<file path="src/rtl/or1200_vlx_pkg.sv">
// ============================================================================
// or1200_vlx_pkg : shared types and constants for the VLX store sequencer
// Revision 1.0
// ============================================================================
`default_nettype none

package or1200_vlx_pkg;

  typedef enum logic [1:0] {
    VLX_IDLE  = 2'd0,
    VLX_WRITE = 2'd1,
    VLX_STUFF = 2'd2,
    VLX_DONE  = 2'd3
  } vlx_seq_state_t;

  localparam logic [7:0]  VLX_STUFF_MARK = 8'hFF;
  localparam logic [7:0]  VLX_STUFF_BYTE = 8'h00;
  localparam int unsigned VLX_MAX_BYTES  = 4;

  function automatic logic [2:0] vlx_clamp_nbytes(input logic [2:0] n);
    return (n > 3'(VLX_MAX_BYTES)) ? 3'(VLX_MAX_BYTES) : n;
  endfunction

  // Byte 0 of a group sits in [31:24].
  function automatic logic [7:0] vlx_byte_at(input logic [31:0] d, input logic [1:0] idx);
    logic [31:0] s;
    s = d << {idx, 3'b000};
    return s[31:24];
  endfunction

endpackage

`default_nettype wire

</file>
<file path="src/rtl/or1200_vlx_lane_steer.sv">
// ============================================================================
// or1200_vlx_lane_steer : big-endian byte lane select and data replication
// Revision 1.0
// ============================================================================
`default_nettype none

module or1200_vlx_lane_steer (
  input  logic [7:0]  byte_i,
  input  logic [1:0]  addr_lo_i,
  output logic [3:0]  sel_o,
  output logic [31:0] dat_o
);

  assign sel_o = 4'b1000 >> addr_lo_i;
  assign dat_o = {4{byte_i}};

endmodule

`default_nettype wire

</file>
<file path="src/rtl/or1200_vlx_store_seq.sv">
// ============================================================================
// or1200_vlx_store_seq : issues VLX byte groups as single-byte Wishbone writes
// Revision 1.0
// ============================================================================
`default_nettype none

module or1200_vlx_store_seq
  import or1200_vlx_pkg::*;
#(
  parameter int ADDR_W = 32,
  parameter int CNT_W  = 16
) (
  input  logic              clk_i,
  input  logic              rst_i,
  input  logic              init_addr_we_i,
  input  logic [ADDR_W-1:0] init_addr_i,
  input  logic              stuff_en_i,
  input  logic              req_i,
  input  logic [2:0]        req_nbytes_i,
  input  logic [31:0]       req_data_i,
  output logic              req_ready_o,
  output logic              stall_cpu_o,
  output logic              done_o,
  output logic              err_o,
  output logic [ADDR_W-1:0] addr_o,
  output logic [CNT_W-1:0]  byte_cnt_o,
  output logic              wb_cyc_o,
  output logic              wb_stb_o,
  output logic              wb_we_o,
  output logic [31:0]       wb_adr_o,
  output logic [3:0]        wb_sel_o,
  output logic [31:0]       wb_dat_o,
  input  logic              wb_ack_i,
  input  logic              wb_err_i
);

  localparam logic [ADDR_W-1:0] c_addr_one = ADDR_W'(1);
  localparam logic [CNT_W-1:0]  c_cnt_one  = CNT_W'(1);

  vlx_seq_state_t    state_q, state_d;
  logic [ADDR_W-1:0] addr_q, addr_d;
  logic [CNT_W-1:0]  cnt_q, cnt_d;
  logic              err_q, err_d;
  logic [31:0]       data_q, data_d;
  logic [2:0]        nb_q, nb_d;
  logic [1:0]        idx_q, idx_d;
  logic              stuff_q, stuff_d;
  logic              done_q;
  logic              cyc_q;
  logic [3:0]        sel_q;
  logic [31:0]       dat_q;
  logic [7:0]        byte_d;

  logic [7:0]  w_cur_byte;
  logic [7:0]  w_next_byte;
  logic        w_more;
  logic        w_active_d;
  logic [3:0]  w_sel;
  logic [31:0] w_dat;

  assign w_cur_byte  = vlx_byte_at(data_q, idx_q);
  assign w_next_byte = vlx_byte_at(data_q, idx_q + 2'd1);
  assign w_more      = (({1'b0, idx_q}) + 3'd1) < nb_q;

  always_comb begin
    state_d = state_q;
    addr_d  = addr_q;
    cnt_d   = cnt_q;
    err_d   = err_q;
    data_d  = data_q;
    nb_d    = nb_q;
    idx_d   = idx_q;
    stuff_d = stuff_q;
    byte_d  = 8'h00;
    unique case (state_q)
      VLX_IDLE: begin
        // An address load takes priority; a concurrent request stays pending.
        if (init_addr_we_i) begin
          addr_d = init_addr_i;
          cnt_d  = '0;
          err_d  = 1'b0;
        end else if (req_i && (req_nbytes_i != 3'd0)) begin
          data_d  = req_data_i;
          nb_d    = vlx_clamp_nbytes(req_nbytes_i);
          stuff_d = stuff_en_i;
          idx_d   = 2'd0;
          byte_d  = req_data_i[31:24];
          state_d = VLX_WRITE;
        end
      end
      VLX_WRITE: begin
        byte_d = w_cur_byte;
        if (wb_err_i) begin
          err_d   = 1'b1;
          state_d = VLX_DONE;
        end else if (wb_ack_i) begin
          addr_d = addr_q + c_addr_one;
          cnt_d  = cnt_q + c_cnt_one;
          if ((w_cur_byte == VLX_STUFF_MARK) && stuff_q) begin
            byte_d  = VLX_STUFF_BYTE;
            state_d = VLX_STUFF;
          end else if (w_more) begin
            idx_d  = idx_q + 2'd1;
            byte_d = w_next_byte;
          end else begin
            state_d = VLX_DONE;
          end
        end
      end
      VLX_STUFF: begin
        byte_d = VLX_STUFF_BYTE;
        if (wb_err_i) begin
          err_d   = 1'b1;
          state_d = VLX_DONE;
        end else if (wb_ack_i) begin
          addr_d = addr_q + c_addr_one;
          cnt_d  = cnt_q + c_cnt_one;
          if (w_more) begin
            idx_d   = idx_q + 2'd1;
            byte_d  = w_next_byte;
            state_d = VLX_WRITE;
          end else begin
            state_d = VLX_DONE;
          end
        end
      end
      VLX_DONE: state_d = VLX_IDLE;
      default:  state_d = VLX_IDLE;
    endcase
  end

  assign w_active_d = (state_d == VLX_WRITE) || (state_d == VLX_STUFF);

  // Steering is fed next-state byte/address so the bus lanes come out registered.
  or1200_vlx_lane_steer u_steer (
    .byte_i    (byte_d),
    .addr_lo_i (addr_d[1:0]),
    .sel_o     (w_sel),
    .dat_o     (w_dat)
  );

  always_ff @(posedge clk_i or negedge rst_i) begin
    if (!rst_i) begin
      state_q <= VLX_IDLE;
      addr_q  <= '0;
      cnt_q   <= '0;
      err_q   <= 1'b0;
      data_q  <= '0;
      nb_q    <= '0;
      idx_q   <= '0;
      stuff_q <= 1'b0;
      done_q  <= 1'b0;
      cyc_q   <= 1'b0;
      sel_q   <= '0;
      dat_q   <= '0;
    end else begin
      state_q <= state_d;
      addr_q  <= addr_d;
      cnt_q   <= cnt_d;
      err_q   <= err_d;
      data_q  <= data_d;
      nb_q    <= nb_d;
      idx_q   <= idx_d;
      stuff_q <= stuff_d;
      done_q  <= (state_d == VLX_DONE);
      cyc_q   <= w_active_d;
      sel_q   <= w_active_d ? w_sel : 4'b0000;
      dat_q   <= w_active_d ? w_dat : 32'h0;
    end
  end

  generate
    if (ADDR_W >= 32) begin : g_adr_full
      assign wb_adr_o = addr_q[31:0];
    end else begin : g_adr_ext
      assign wb_adr_o = {{(32-ADDR_W){1'b0}}, addr_q};
    end
  endgenerate

  assign req_ready_o = (state_q == VLX_IDLE) && !init_addr_we_i;
  assign stall_cpu_o = ((state_q != VLX_IDLE) && (state_q != VLX_DONE)) ||
                       ((state_q == VLX_IDLE) && req_i && (req_nbytes_i != 3'd0));
  assign done_o      = done_q;
  assign err_o       = err_q;
  assign addr_o      = addr_q;
  assign byte_cnt_o  = cnt_q;
  assign wb_cyc_o    = cyc_q;
  assign wb_stb_o    = cyc_q;
  assign wb_we_o     = cyc_q;
  assign wb_sel_o    = sel_q;
  assign wb_dat_o    = dat_q;

endmodule

`default_nettype wire

</file>
<file path="config.mk">
export PLATFORM = sky130hd
export DESIGN_NAME = or1200_vlx_store_seq
export DESIGN_NICKNAME = d
export VERILOG_FILES = /design/src/rtl/or1200_vlx_pkg.sv /design/src/rtl/or1200_vlx_lane_steer.sv /design/src/rtl/or1200_vlx_store_seq.sv
export SDC_FILE = /design/constraint.sdc
export NUM_CORES = 1
export LEC_CHECK = 0
export ABC_AREA = 1
export ABC_CLOCK_PERIOD_IN_PS = 2500
export CORE_MARGIN = 2
export CORE_UTILIZATION = 45
export CTS_BUF_LIST = sky130_fd_sc_hd__clkbuf_8
export DETAILED_ROUTE_END_ITERATION = 8
export PLACE_DENSITY = 0.88
export SETUP_SLACK_MARGIN = 0.05
export SLEW_MARGIN = 20
export SYNTH_ARGS = -nofsm -noshare
export SYNTH_HDL_FRONTEND = slang
export SYNTH_SLANG_ARGS = --single-unit
export TNS_END_PERCENT = 5
</file>
<file path="constraint.sdc">
create_clock -name clk_i -period 2.5 [get_ports clk_i]
set_input_delay 0.375 -clock clk_i [delete_from_list [all_inputs] [get_ports clk_i]]
set_output_delay 0.375 -clock clk_i [all_outputs]
set_load 0.02 [all_outputs]
</file>
Word level (Yosys, flattened, before mapping)
Cells that the tools add are included.

cells by class
  add/sub/neg operators = 4
  order comparisons = 2
  equality and inequality tests = 19
  shift-type cells = 3
  multiplexer cells = 43
  bitwise operators = 1
  reductions and logical operators = 19

operators with widths
  operator                                                                count
  32-bit two-way mux                                                      4
  8-bit two-way mux                                                       9
  32-bit one-hot mux with 2 select lines                                  1
  32-bit by 5-bit left shift with 32-bit output                           2
  16-bit two-way mux                                                      3
  2-bit two-way mux                                                       17
  32-bit by 1-bit adder with 32-bit output (second input constant)        1
  16-bit one-hot mux with 2 select lines                                  1
  8-bit one-hot mux with 3 select lines                                   1
  2-bit != test (second input constant)                                   10
  16-bit by 1-bit adder with 16-bit output (second input constant)        1
  2-bit equality test (second input constant)                             4
  8-bit equality test (second input constant)                             1
  2-bit one-hot mux with 4 select lines                                   1
  8-bit AND reduction                                                     1
  1-bit logical AND                                                       6
  2-bit one-hot mux with 3 select lines                                   1
  3-bit AND reduction                                                     2
  3-bit nonzero test                                                      2
  2-bit by 1-bit equality test with 1-bit output (second input constant)  2
  4-bit two-way mux                                                       1
  2-bit by 1-bit != test with 1-bit output (second input constant)        2
  4-bit AND reduction                                                     1
  2-bit nonzero test                                                      2
  13 further kinds                                                        15

storage, ports and cells
  register bits = 127
  bits of input ports = 74
  logic and storage cells = 104

Depth between registers and ports, before layout
  word-level depth = 10
  mapped depth = 18
  depth with buffers taken out = 16

Cells and area by module
From an unflattened synthesis, not the netlist that was laid out.

unflattened totals
  cells, all modules = 1099
  area, all modules = 7845.0 um2

by module, submodules not included
  module                 instances  cells an instance  area an instance (um2)  seq. area each (um2)
  or1200_vlx_store_seq   1          1060               7578.5                  3178.0
  or1200_vlx_lane_steer  1          39                 266.5                   0.0

Least setup slack after synthesis
No wires, ideal clock.

  path kind = register to register
  start point = reg idx_q[0]
  end point = reg dat_q[23] (netlist: wb_dat_o[23])
  library setup time = 113 ps
  arrival = 2392 ps
  required time = 2387 ps
  setup slack = -5 ps
  cell stages (with the launch flop) = 15
  period minus slack after synthesis = 2505 ps
  cell sequence = dfrtp_1 ha_1 ha_1 nand3_1 nand3_1 inv_1 buf_2 nor3_1 nor2_1 a21oi_1 ha_1 nand2_1 inv_1 nand2_1 inv_1

on the way
  longest elaborated chain between the ends = 10

RTL lines
  element                                                                                                         line                                                     source
  start: declaration                                                                                              or1200_vlx_store_seq.sv:46                               logic [1:0] idx_q, idx_d;
  start signal: assignment                                                                                        or1200_vlx_store_seq.sv:163                              idx_q <= idx_d;
  32-bit by 5-bit left shift with 32-bit output / 2-bit by 1-bit adder with 3-bit output (equally long branches)  or1200_vlx_pkg.sv:27, or1200_vlx_store_seq.sv:63
  8-bit equality test / 3-bit < comparator (equally long branches)                                                or1200_vlx_store_seq.sv:99, or1200_vlx_store_seq.sv:63
  1-bit logical AND / 2-bit two-way mux (equally long branches)                                                   or1200_vlx_store_seq.sv:99, or1200_vlx_store_seq.sv:102
  2-bit two-way mux                                                                                               or1200_vlx_store_seq.sv:99                               if ((w_cur_byte == VLX_STUFF_MARK) && stuff_q) begin
  2-bit two-way mux                                                                                               or1200_vlx_store_seq.sv:96                               end else if (wb_ack_i) begin
  2-bit two-way mux                                                                                               or1200_vlx_store_seq.sv:93                               if (wb_err_i) begin
  2-bit one-hot mux with 4 select lines (*)                                                                       or1200_vlx_store_seq.sv:75                               unique case (state_q)
  net state_d[1]                                                                                                  or1200_vlx_store_seq.sv:40                               vlx_seq_state_t state_q, state_d;
  2-bit by 1-bit equality test with 1-bit output / 2-bit equality test (equally long branches)                    or1200_vlx_store_seq.sv:132                              assign w_active_d = (state_d == VLX_WRITE) || (state_d == VLX_STUFF);
  1-bit logical OR (*)                                                                                            or1200_vlx_store_seq.sv:132
  net w_active_d                                                                                                  or1200_vlx_store_seq.sv:57                               logic w_active_d;
  32-bit two-way mux (*)                                                                                          or1200_vlx_store_seq.sv:168                              dat_q <= w_active_d ? w_dat : 32'h0;
  end signal: assignment                                                                                          or1200_vlx_store_seq.sv:168
  end: declaration                                                                                                or1200_vlx_store_seq.sv:51                               logic [31:0] dat_q;

The timed path passes the listed nets; every way through them passes the cells marked *.
A chain may end at the register's enable or synchronous reset.

Worst setup path in the final report
  start point = reg idx_q[1]
  end point = reg sel_q[3] (netlist: wb_sel_o[3])

on the way
  longest elaborated chain between the ends = 10

RTL lines
  element                                                                                                         line                                                     source
  32-bit by 5-bit left shift with 32-bit output / 2-bit by 1-bit adder with 3-bit output (equally long branches)  or1200_vlx_pkg.sv:27, or1200_vlx_store_seq.sv:63
  8-bit equality test / 3-bit < comparator (equally long branches)                                                or1200_vlx_store_seq.sv:99, or1200_vlx_store_seq.sv:63
  1-bit logical AND / 2-bit two-way mux (equally long branches)                                                   or1200_vlx_store_seq.sv:99, or1200_vlx_store_seq.sv:102
  2-bit two-way mux                                                                                               or1200_vlx_store_seq.sv:99
  2-bit two-way mux                                                                                               or1200_vlx_store_seq.sv:96
  2-bit two-way mux                                                                                               or1200_vlx_store_seq.sv:93
  2-bit one-hot mux with 4 select lines (*)                                                                       or1200_vlx_store_seq.sv:75
  net state_d[1]                                                                                                  or1200_vlx_store_seq.sv:40
  2-bit by 1-bit equality test with 1-bit output / 2-bit equality test (equally long branches)                    or1200_vlx_store_seq.sv:132
  1-bit logical OR (*)                                                                                            or1200_vlx_store_seq.sv:132
  net w_active_d                                                                                                  or1200_vlx_store_seq.sv:57
  4-bit two-way mux (*)                                                                                           or1200_vlx_store_seq.sv:167                              sel_q <= w_active_d ? w_sel : 4'b0000;
  end signal: assignment                                                                                          or1200_vlx_store_seq.sv:167
  end: declaration                                                                                                or1200_vlx_store_seq.sv:50                               logic [3:0] sel_q;

Marks and branches as above.

==> impl_metrics.json <==
{
  "status": "finished, final reports clean",
  "die-area_sq_um": 16700,
  "max-vdd-ir-drop_mv": 0.723,
  "synth_top_family_by_area": "simple AND/OR/NAND/NOR gates",
  "synthXorXnorAreaFrac": 0.00871,
  "p_total_w": 0.00957,
  "clkLatencyLatePin_ns": 0.40,
  "htreeDepth": 3,
  "ys_types": 47,
  "place_congestion": 0.945,
  "die_h_um": 129,
  "p_leak_nw": 4.20,
  "syn_area_per_cell_sq_um": 7.04,
  "rows": 45,
  "slew_headroom": 0.683,
  "cts_tree": "built",
  "yosys.area.top_type_share": 0.366,
  "die-width_um": 129,
  "synth_most_common_cell": "nand2_1",
  "ys_seq_area_frac": 0.366,
  "maxSlewViolCount": 0,
  "max_cap_viol_count": 0,
  "top_usage_layer": "met2",
  "vias_per_cell": 5.37,
  "cp.arrival_ns": 2.69,
  "synthMuxAreaShare": 0,
  "synth_common_cells": "315 x nand2_1, 103 x dfrtp_1, 103 x inv_1, 75 x nor2_1, 69 x o21ai_0",
  "criticalPathCategory": "reg -> reg",
  "syn2layout_area_growth_pct": 33.1,
  "final_hold_viol_count": 0,
  "synth.largest_area_cell": "dfrtp_1",
  "grt_pass1_vias": 6557,
  "synthAdderAreaFrac": 0.0178,
  "clockRootBuffer": "clkbuf_8",
  "antenna-diode-count": 0,
  "firstDrtPassIters": 8,
  "ant_nets": 0,
  "synth_edf_count": 0,
  "place_ws_ns": -0.0298,
  "syn_inst": 999,
  "hp-class": "in -> async",
  "wl_mm": 21.0,
  "synth_nets": 1083,
  "grtUsageMet3": 0.0471,
  "fin_nets": 1242,
  "routedWlPerCell_um": 15.3,
  "grt_use_met2": 0.380,
  "routed-via-count": 7372,
  "layout_setup_ws_ns": 0.0801,
  "cp.required_ns": 2.77,
  "synth_top_flop_cell": "dfrtp_1",
  "grt_pass1_wl_mm": 32.5,
  "drc": 0,
  "initial_core_util": 0.461,
  "core_sq_um": 15300,
  "portBuffers": 196,
  "synth-async-reset-ratio": 1.00,
  "synth-compound-area-share": 0.125,
  "setup_viol": 0,
  "io_pins": 197,
  "use_met1": 0.342,
  "fill_cells": 1293,
  "grt_overflow": 0,
  "worstMarginPinSlew_ns": 0.472,
  "end_kind": "register",
  "ys_ff_latch": 103,
  "start_kind": "register",
  "finClkSkew_ns": 0.0168,
  "synth.area.top_cells": "dfrtp_1 37%, nand2_1 17%, buf_4 6.3%",
  "clock-sinks": 103,
  "groute.usage.overall": 0.244,
  "path_clk_slew_ns": 0.11,
  "drtIter0Drc": 774,
  "power_density_nw_per_um2": 1020,
  "netlist_area_sq_um": 7040,
  "cts_buffers": 9,
  "post-route-period-util": 0.968,
  "hpwl_mm": 15.4,
  "synth-simple-area-share": 0.339,
  "antenna_found_initial": 0,
  "ys_warn_count": 0,
  "cp_max_fo": 3,
  "finalCriticalPeriod_ns": 2.42,
  "max_freq_mhz": 413,
  "grt_max_degree": 49,
  "cts_buffer_depth": 2,
  "drive_gt1_frac": 0.108
}
area by class of cell:
cell class                      instances  area (sq um)  area share
Tap cell                              211           264      0.0282
Multi-Input combinational cell        696          3560       0.380
Timing Repair inverter                  1          8.76    0.000935
Clock buffer                            9           124      0.0132
Timing Repair Buffer                  236          2320       0.248
Sequential cell                       103          2580       0.275
Clock inverter                          7          72.6     0.00775
Inverter                              111           432      0.0461
flip-flops by register name, summed over array words and instances (netlist names):
signal and cells:
addr_o 32, byte_cnt_o 16, data_q 32, done_o 1, err_o 1, idx_q 2
nb_q 3, state_q 2, stuff_q 1, wb_cyc_o 1, wb_dat_o 8, wb_sel_o 4
per-stage QoR:
| stage | instance area, sq um | hold WS, ns | std cells | setup TNS [ns] | util |
|---|---|---|---|---|---|
| 5_1_grt | 9360 | 0.493 | 1374 | -0.246 | 0.614 |
| 4_1_cts | 9170 | 0.428 | 1364 | 0 | 0.601 |
| 3_3_place_gp | 8940 | 0.324 | 1347 | 0 | 0.586 |
| 2_1_floorplan | 7050 | 0.0794 | 999 | 0 | - |
| 6_report | 9360 | 0.464 | 1374 | 0 | 0.614 |
| 3_5_place_dp | 8940 | 0.330 | 1347 | -0.0712 | 0.586 |
cell families after synthesis:
family                     after synthesis
AOI/OAI and AO/OA                      155
xor gates and xnor gates                 7
adders and majority gates               10
buffers and inverters                  200
DFF                                    103
and+or+nand+nor                        524
per-layer routing:
layer  up-vias  part of all wire
met2       462              0.46
met3        58             0.094
li1       3464                 -
met5         -                 0
met4         0             0.026
met1      3388              0.42
final timing paths:
kind / from / end / slack (ns) / cells after the start
worst max-delay path: idx_q[1]$_DFFE_PN0P_ / wb_sel_o[3]$_DFF_PN0_ / 0.08 / 13
worst min-delay path: rst_i / stuff_q$_DFFE_PN0P_ / 0.46 / 2
worst max register to register: idx_q[1]$_DFFE_PN0P_ / wb_sel_o[3]$_DFF_PN0_ / 0.08 / 13
worst min register to register: nb_q[2]$_DFFE_PN0P_ / nb_q[2]$_DFFE_PN0P_ / 0.51 / 1
max in group asynchronous: rst_i / wb_sel_o[1]$_DFF_PN0_ / 1.32 / 3
min in group clk_i: req_data_i[5] / data_q[5]$_DFFE_PN0P_ / 0.50 / 3
layout by cell type (no fill, tap or decap), drive strengths merged, types with 2 or more instances in the layout:
cell type / count
a21oi: 38
a22o: 3
a22oi: 5
a31oi: 5
buf: 40
clkbuf: 9
clkdlybuf4s50: 193
clkinv: 4
clkinvlp: 2
dfrtp: 103
dlygate4sd2: 2
ha: 10
inv: 112
nand2: 324
nand3: 64
nand3b: 3
nand4: 17
nor2: 92
nor3: 21
o211ai: 5
o21a: 5
o21ai: 82
o22ai: 5
o31ai: 3
xor2: 6
power by group:
part           internal, W  switching (W)
logic              0.00231        0.00342
registers          0.00221       0.000537
clock network     0.000465       0.000624
worst max-delay path, stage by stage, from the launching register on:
cell     delay [ns]
dfrtp_1        0.45
ha_4           0.27
ha_4           0.26
nand3_2        0.07
nand2_2        0.09
nand2_2        0.06
and3_4         0.17
nor3_2         0.16
nor2_1         0.08
a21oi_2        0.22
ha_4           0.26
buf_6          0.12
nand2_2        0.07
nor2_1         0.04
timing repair:
action	in CTS	in global routing
setup buffers	0	9
endpoints found under the setup margin	10	12
pin swaps	0	12
hold buffers	1	0
resized for setup	7	31
cloned	0	1
endpoints found under the hold margin	28	0
No activity file was read; power rests on OpenSTA's default activity.
